File: config.mk
export PLATFORM = sky130hd
export DESIGN_NAME = frame_rr_arbiter
export DESIGN_NICKNAME = d
export VERILOG_FILES = /design/src/rtl/frame_rr_arbiter.sv
export SDC_FILE = /design/constraint.sdc
export NUM_CORES = 1
export LEC_CHECK = 0
export BUFFER_PORTS_ARGS = -buffer_cell sky130_fd_sc_hd__buf_2
export CORE_MARGIN = 2
export CORE_UTILIZATION = 45
export CTS_BUF_LIST = sky130_fd_sc_hd__clkbuf_4 sky130_fd_sc_hd__clkbuf_8 sky130_fd_sc_hd__clkbuf_16
export DETAILED_ROUTE_END_ITERATION = 16
export HOLD_SLACK_MARGIN = 0.15
export PLACE_DENSITY = 0.81
export SLEW_MARGIN = 10
export SYNTH_ARGS = -nofsm -noshare
export SYNTH_HDL_FRONTEND = slang
export SYNTH_SLANG_ARGS = --single-unit
File: constraint.sdc
create_clock -name clk -period 2.59 [get_ports clk]
set_clock_uncertainty 0.05 [all_clocks]
set_input_delay 0.518 -clock clk [delete_from_list [all_inputs] [get_ports clk]]
set_output_delay 0.518 -clock clk [all_outputs]
set_load 0.01 [all_outputs]
File: src/rtl/frame_rr_arbiter.sv
// Burst-locked round-robin arbiter feeding the processing-input FIFO from two slave sources.
// A grant is held until the source's last beat, a MAX_BURST-beat limit, or an abandoned request.
module frame_rr_arbiter #(
    parameter int unsigned DW        = 32,
    parameter int unsigned MAX_BURST = 64
) (
    input  logic          clk,
    input  logic          rst,
    input  logic          slv0_req,
    input  logic [1:0]    slv0_mode,
    input  logic [DW-1:0] slv0_data,
    input  logic [7:0]    slv0_proc_val,
    input  logic          slv0_data_valid,
    input  logic          slv0_last,
    output logic          slv0_ready,
    input  logic          slv1_req,
    input  logic [1:0]    slv1_mode,
    input  logic [DW-1:0] slv1_data,
    input  logic [7:0]    slv1_proc_val,
    input  logic          slv1_data_valid,
    input  logic          slv1_last,
    output logic          slv1_ready,
    input  logic          fifo_full,
    input  logic          mstr_cmplt,
    output logic [1:0]    slvx_mode,
    output logic [DW-1:0] slvx_data,
    output logic [7:0]    slvx_proc_val,
    output logic          slvx_data_valid,
    output logic          slvx_last,
    output logic [1:0]    grant,
    output logic          busy
);

    localparam int unsigned CW = (MAX_BURST > 2) ? $clog2(MAX_BURST) : 1;
    localparam logic [CW-1:0] CNT_LIMIT = CW'(MAX_BURST - 1);

    typedef enum logic [1:0] {
        IDLE = 2'd0,
        GNT0 = 2'd1,
        GNT1 = 2'd2
    } state_t;

    state_t        state;
    logic [CW-1:0] count;
    logic          last_served;

    logic          cur_req;
    logic          cur_valid;
    logic          cur_last;
    logic [1:0]    cur_mode;
    logic [DW-1:0] cur_data;
    logic [7:0]    cur_proc_val;
    logic          accept;
    logic          at_limit;
    logic          burst_end;
    logic          abandon;

    // Mux the granted source onto the shared beat path; readies track FIFO space for the owner only.
    always_comb begin
        cur_req      = 1'b0;
        cur_valid    = 1'b0;
        cur_last     = 1'b0;
        cur_mode     = 2'd0;
        cur_data     = '0;
        cur_proc_val = 8'd0;
        slv0_ready   = 1'b0;
        slv1_ready   = 1'b0;
        case (state)
            GNT0: begin
                cur_req      = slv0_req;
                cur_valid    = slv0_data_valid;
                cur_last     = slv0_last;
                cur_mode     = slv0_mode;
                cur_data     = slv0_data;
                cur_proc_val = slv0_proc_val;
                slv0_ready   = ~fifo_full;
            end
            GNT1: begin
                cur_req      = slv1_req;
                cur_valid    = slv1_data_valid;
                cur_last     = slv1_last;
                cur_mode     = slv1_mode;
                cur_data     = slv1_data;
                cur_proc_val = slv1_proc_val;
                slv1_ready   = ~fifo_full;
            end
            default: ;
        endcase
    end

    assign accept    = cur_valid & ~fifo_full;
    assign at_limit  = (count == CNT_LIMIT);
    assign burst_end = accept & (cur_last | at_limit);
    assign abandon   = (state != IDLE) & ~cur_req & ~accept;

    // Arbitration state, beat counter and registered FIFO write port.
    always_ff @(posedge clk or posedge rst) begin
        if (rst) begin
            state           <= IDLE;
            count           <= '0;
            last_served     <= 1'b1;
            grant           <= 2'b00;
            busy            <= 1'b0;
            slvx_mode       <= 2'd0;
            slvx_data       <= '0;
            slvx_proc_val   <= 8'd0;
            slvx_data_valid <= 1'b0;
            slvx_last       <= 1'b0;
        end else begin
            slvx_data_valid <= accept;
            if (accept) begin
                slvx_mode     <= cur_mode;
                slvx_data     <= cur_data;
                slvx_proc_val <= cur_proc_val;
                slvx_last     <= cur_last | at_limit;
            end

            case (state)
                IDLE: begin
                    if (!mstr_cmplt && (slv0_req || slv1_req)) begin
                        // slv0 wins alone, or on a tie when slv1 was served last
                        if (slv0_req && (!slv1_req || last_served)) begin
                            state <= GNT0;
                            grant <= 2'b01;
                        end else begin
                            state <= GNT1;
                            grant <= 2'b10;
                        end
                        busy  <= 1'b1;
                        count <= '0;
                    end
                end
                GNT0, GNT1: begin
                    if (burst_end || abandon) begin
                        state       <= IDLE;
                        grant       <= 2'b00;
                        busy        <= 1'b0;
                        count       <= '0;
                        last_served <= (state == GNT1);
                    end else if (accept) begin
                        count <= count + CW'(1);
                    end
                end
                default: begin
                    state <= IDLE;
                    grant <= 2'b00;
                    busy  <= 1'b0;
                    count <= '0;
                end
            endcase
        end
    end

endmodule

==> impl_metrics.json <==
{
  "route.vias.total": 2518,
  "avg_wl_per_cell_um": 14.0,
  "p_int_uw": 2360,
  "tritoncts": "built",
  "grt_max_degree": 55,
  "power.share.clock": 0.111,
  "ranking_of_synthesized_cells_by_area": "sky130_fd_sc_hd__dfrtp_1 (51%), sky130_fd_sc_hd__a22oi_1 (12%), sky130_fd_sc_hd__a21oi_1 (8.6%), sky130_fd_sc_hd__nor2_1 (6.2%), sky130_fd_sc_hd__ha_1 (1.9%)",
  "synth_ff_type": "sky130_fd_sc_hd__dfrtp_1",
  "site_rows": 27,
  "netlist_area_um2": 2620,
  "outcome": "finished, final reports clean",
  "regArea_um2": 1350,
  "muxShareOfSynthArea": 0.0177,
  "fin_crit_ns": 2.30,
  "p_leak_uw": 0.00167,
  "die_area_um2": 6450,
  "setup_viol": 0,
  "grt-ovfl-total": 0,
  "resized_after_cts": 0,
  "async_reset_ff_frac": 1.00,
  "worst_hold_path_type": "input port to asynchronous set/reset pin",
  "yosys.cell_types.count": 39,
  "grt_pass1_vias": 2285,
  "synth-edff-count": 0,
  "final-hold-violation-count": 0,
  "global_route.usage.total": 0.202,
  "initial_core_util": 0.470,
  "avg_cell_area_syn_um2": 9.96,
  "most-common-layout-cells": "sky130_fd_sc_hd__buf_2 (142), sky130_fd_sc_hd__dfrtp_1 (53), sky130_fd_sc_hd__a21oi_1 (45)",
  "vias_per_std_cell": 5.35,
  "cts_buffers": 5,
  "wire_length_of_the_first_global_routing_pass_um": 10100,
  "min_period_over_period": 0.890,
  "buffer_ports.inserted": 142,
  "maxcap_violations": 0,
  "drt_wl_total_um": 6610,
  "synth_compound_gate_area_share": 0.291,
  "fp.coreArea_um2": 5570,
  "detailedPlace.worstSlack_ns": 0.338,
  "synthesis.nets": 361,
  "seq_area_frac_synth": 0.516,
  "finalSetupTns_ns": 0,
  "area.growth.synth_to_final_pct": 33.2,
  "synth-simple-area-share": 0.111,
  "timing_worst_setup_path_type": "flop to flop",
  "mostFrequentLayoutCell": "sky130_fd_sc_hd__buf_2",
  "grt_setup_unrepaired": "no",
  "cts_post_setup_buffers_inserted": 0,
  "start_kind": "flop",
  "postSynthCellCount": 263,
  "cts-root-to-sink-buffers": 2,
  "path_max_fanout": 8,
  "grt_antenna_before_repair": 0,
  "power.switching_fraction": 0.424,
  "netlist.area_leader.share": 0.506,
  "antenna-diode-count": 0,
  "detail_route.drc_violations": 0,
  "post_synth_adder_cell_area": 0.0191,
  "synth-seq-cells": 54,
  "floorplan.die.height_um": 80.3,
  "share_comb_of_total_power": 0.536,
  "synthDominantAreaCellType": "sky130_fd_sc_hd__dfrtp_1",
  "power.ir.vdd_worst_v": 0.000850,
  "report.final.slew_viol_count": 0,
  "cts.reportedPaths.clkPinSlew_ns": 0.09,
  "multi_input_area_um2": 1160,
  "placed_cells_incl_taps": 464,
  "gp_routability_congestion": 0.893,
  "worstMarginPinSlew_ns": 0.624,
  "antenna_violating_nets_post_route": 0,
  "largest_family_of_logic_cells_by_synthesized_area": "compound AO/OA/AOI/OAI gates",
  "die_x_um": 80.3,
  "ys_warnings": 0,
  "finalNetCount": 497,
  "timing.critical_path.required_ns": 2.73,
  "cts_max_level": 2,
  "share_of_layout_cells_above_drive_strength_1": 0.424,
  "post_layout_nonfiller_instances": 471,
  "p_per_area_nw_per_um2": 1180,
  "firstDrtPassIters": 4,
  "hpwlAfterDp_um": 5010,
  "clock-sinks": 54,
  "utilization": 0.626,
  "net-switching-power_uw": 1740,
  "drt-initial-drc-count": 105,
  "hold-worst-slack_ns": 0.203,
  "clock_latency_ns": 0.30,
  "setup_ws_ns": 0.286,
  "end_kind": "flop",
  "timing.max_slew.rel_slack": 0.584,
  "root_buffer_cell": "sky130_fd_sc_hd__clkbuf_8",
  "p_seq_frac": 0.353,
  "achievable-frequency_mhz": 434,
  "synth_xor_area_frac": 0,
  "fillers": 484,
  "top_level_ports": 143,
  "worst_ep_arrival_time_ns": 2.45,
  "number_of_buffers_inserted_for_hold_repair_after_clock_tree_synthesis": 0
}
-- cells in the mapped netlist, types with 2 or more instances --
cell / instances
sky130_fd_sc_hd__a211oi_1: 2
sky130_fd_sc_hd__ha_1: 4
sky130_fd_sc_hd__o21ai_0: 4
sky130_fd_sc_hd__nor2b_1: 2
sky130_fd_sc_hd__a22oi_1: 43
sky130_fd_sc_hd__a22o_1: 2
sky130_fd_sc_hd__inv_1: 7
sky130_fd_sc_hd__nand4_1: 2
sky130_fd_sc_hd__nor2_1: 43
sky130_fd_sc_hd__a21oi_1: 45
sky130_fd_sc_hd__and3_1: 2
sky130_fd_sc_hd__nand2_1: 7
sky130_fd_sc_hd__clkbuf_1: 12
sky130_fd_sc_hd__nand3_1: 3
sky130_fd_sc_hd__a211oi_4: 2
sky130_fd_sc_hd__mux2i_1: 2
sky130_fd_sc_hd__dfrtp_1: 53
sky130_fd_sc_hd__buf_2: 7
-- cell families after synthesis --
logic type | Yosys count
compound gates | 110
mux | 4
flops | 54
fa+ha+maj | 4
buf+inv | 27
simple gates | 64
-- stage by stage --
stage	instance area [um^2]	power (uW)
2_1_floorplan	2620	2900
3_3_place_gp	3400	3560
3_5_place_dp	3400	3660
4_1_cts	3490	4130
5_1_grt	3490	4440
6_report	3490	4100
-- final timing paths --
kind / slack, ns / to / start / cells past startpoint
hold reg to reg: 0.48 / slvx_data[11]$_DFFE_PP0P_ / slvx_data[11]$_DFFE_PP0P_ / 2
min in group clk: 0.47 / slvx_data[6]$_DFFE_PP0P_ / slv0_data[6] / 3
max in group asynchronous: 2.00 / last_served$_DFFE_PP1P_ / rst / 3
hold / removal: 0.20 / slvx_data[2]$_DFFE_PP0P_ / rst / 3
setup / recovery: 0.29 / busy$_DFFE_PP0P_ / state[0]$_DFFE_PP0P_ / 6
setup reg to reg: 0.29 / busy$_DFFE_PP0P_ / state[0]$_DFFE_PP0P_ / 6
-- critical path, stage by stage, from the launching register on --
cell	delay (ns)
sky130_fd_sc_hd__dfrtp_1	0.39
sky130_fd_sc_hd__inv_1	0.09
sky130_fd_sc_hd__ha_2	0.23
sky130_fd_sc_hd__a22oi_1	0.53
sky130_fd_sc_hd__nor4_4	0.16
sky130_fd_sc_hd__a211oi_4	0.41
sky130_fd_sc_hd__mux2_4	0.33
-- per-layer routing --
| layer | global-route usage | wire length, um | part of all wire |
|---|---|---|---|
| met5 | 0 | 0 | 0 |
| met4 | 0.0712 | 101 | 0.015 |
| met3 | 0.0360 | 357 | 0.054 |
| met2 | 0.375 | 3320 | 0.50 |
| met1 | 0.230 | 2830 | 0.43 |
-- sequential cells by signal, indices dropped and copies added, names as in the netlist --
| name | flops |
|---|---|
| count | 6 |
| slvx_mode | 2 |
| busy | 1 |
| slvx_proc_val | 8 |
| slvx_data_valid | 1 |
| last_served | 1 |
| state | 2 |
| slvx_data | 32 |
| slvx_last | 1 |
-- layout make-up --
type	count	share of cell area
Tap cell	72	0.0258
Timing Repair Buffer	149	0.222
Sequential cell	54	0.388
Clock buffer	6	0.0219
Multi-Input combinational cell	182	0.332
Clock inverter	1	0.00215
Inverter	7	0.00753
-- power groups by stage --
stage	sequential (uW)	clock, uW	combinational (uW)
after floorplan	1630	0	1270
after global placement	1440	0	2120
after detailed placement	1460	0	2210
after CTS	1450	471	2210
after global routing	1490	511	2430
final	1450	457	2200
Power figures use the tool's default switching activity.
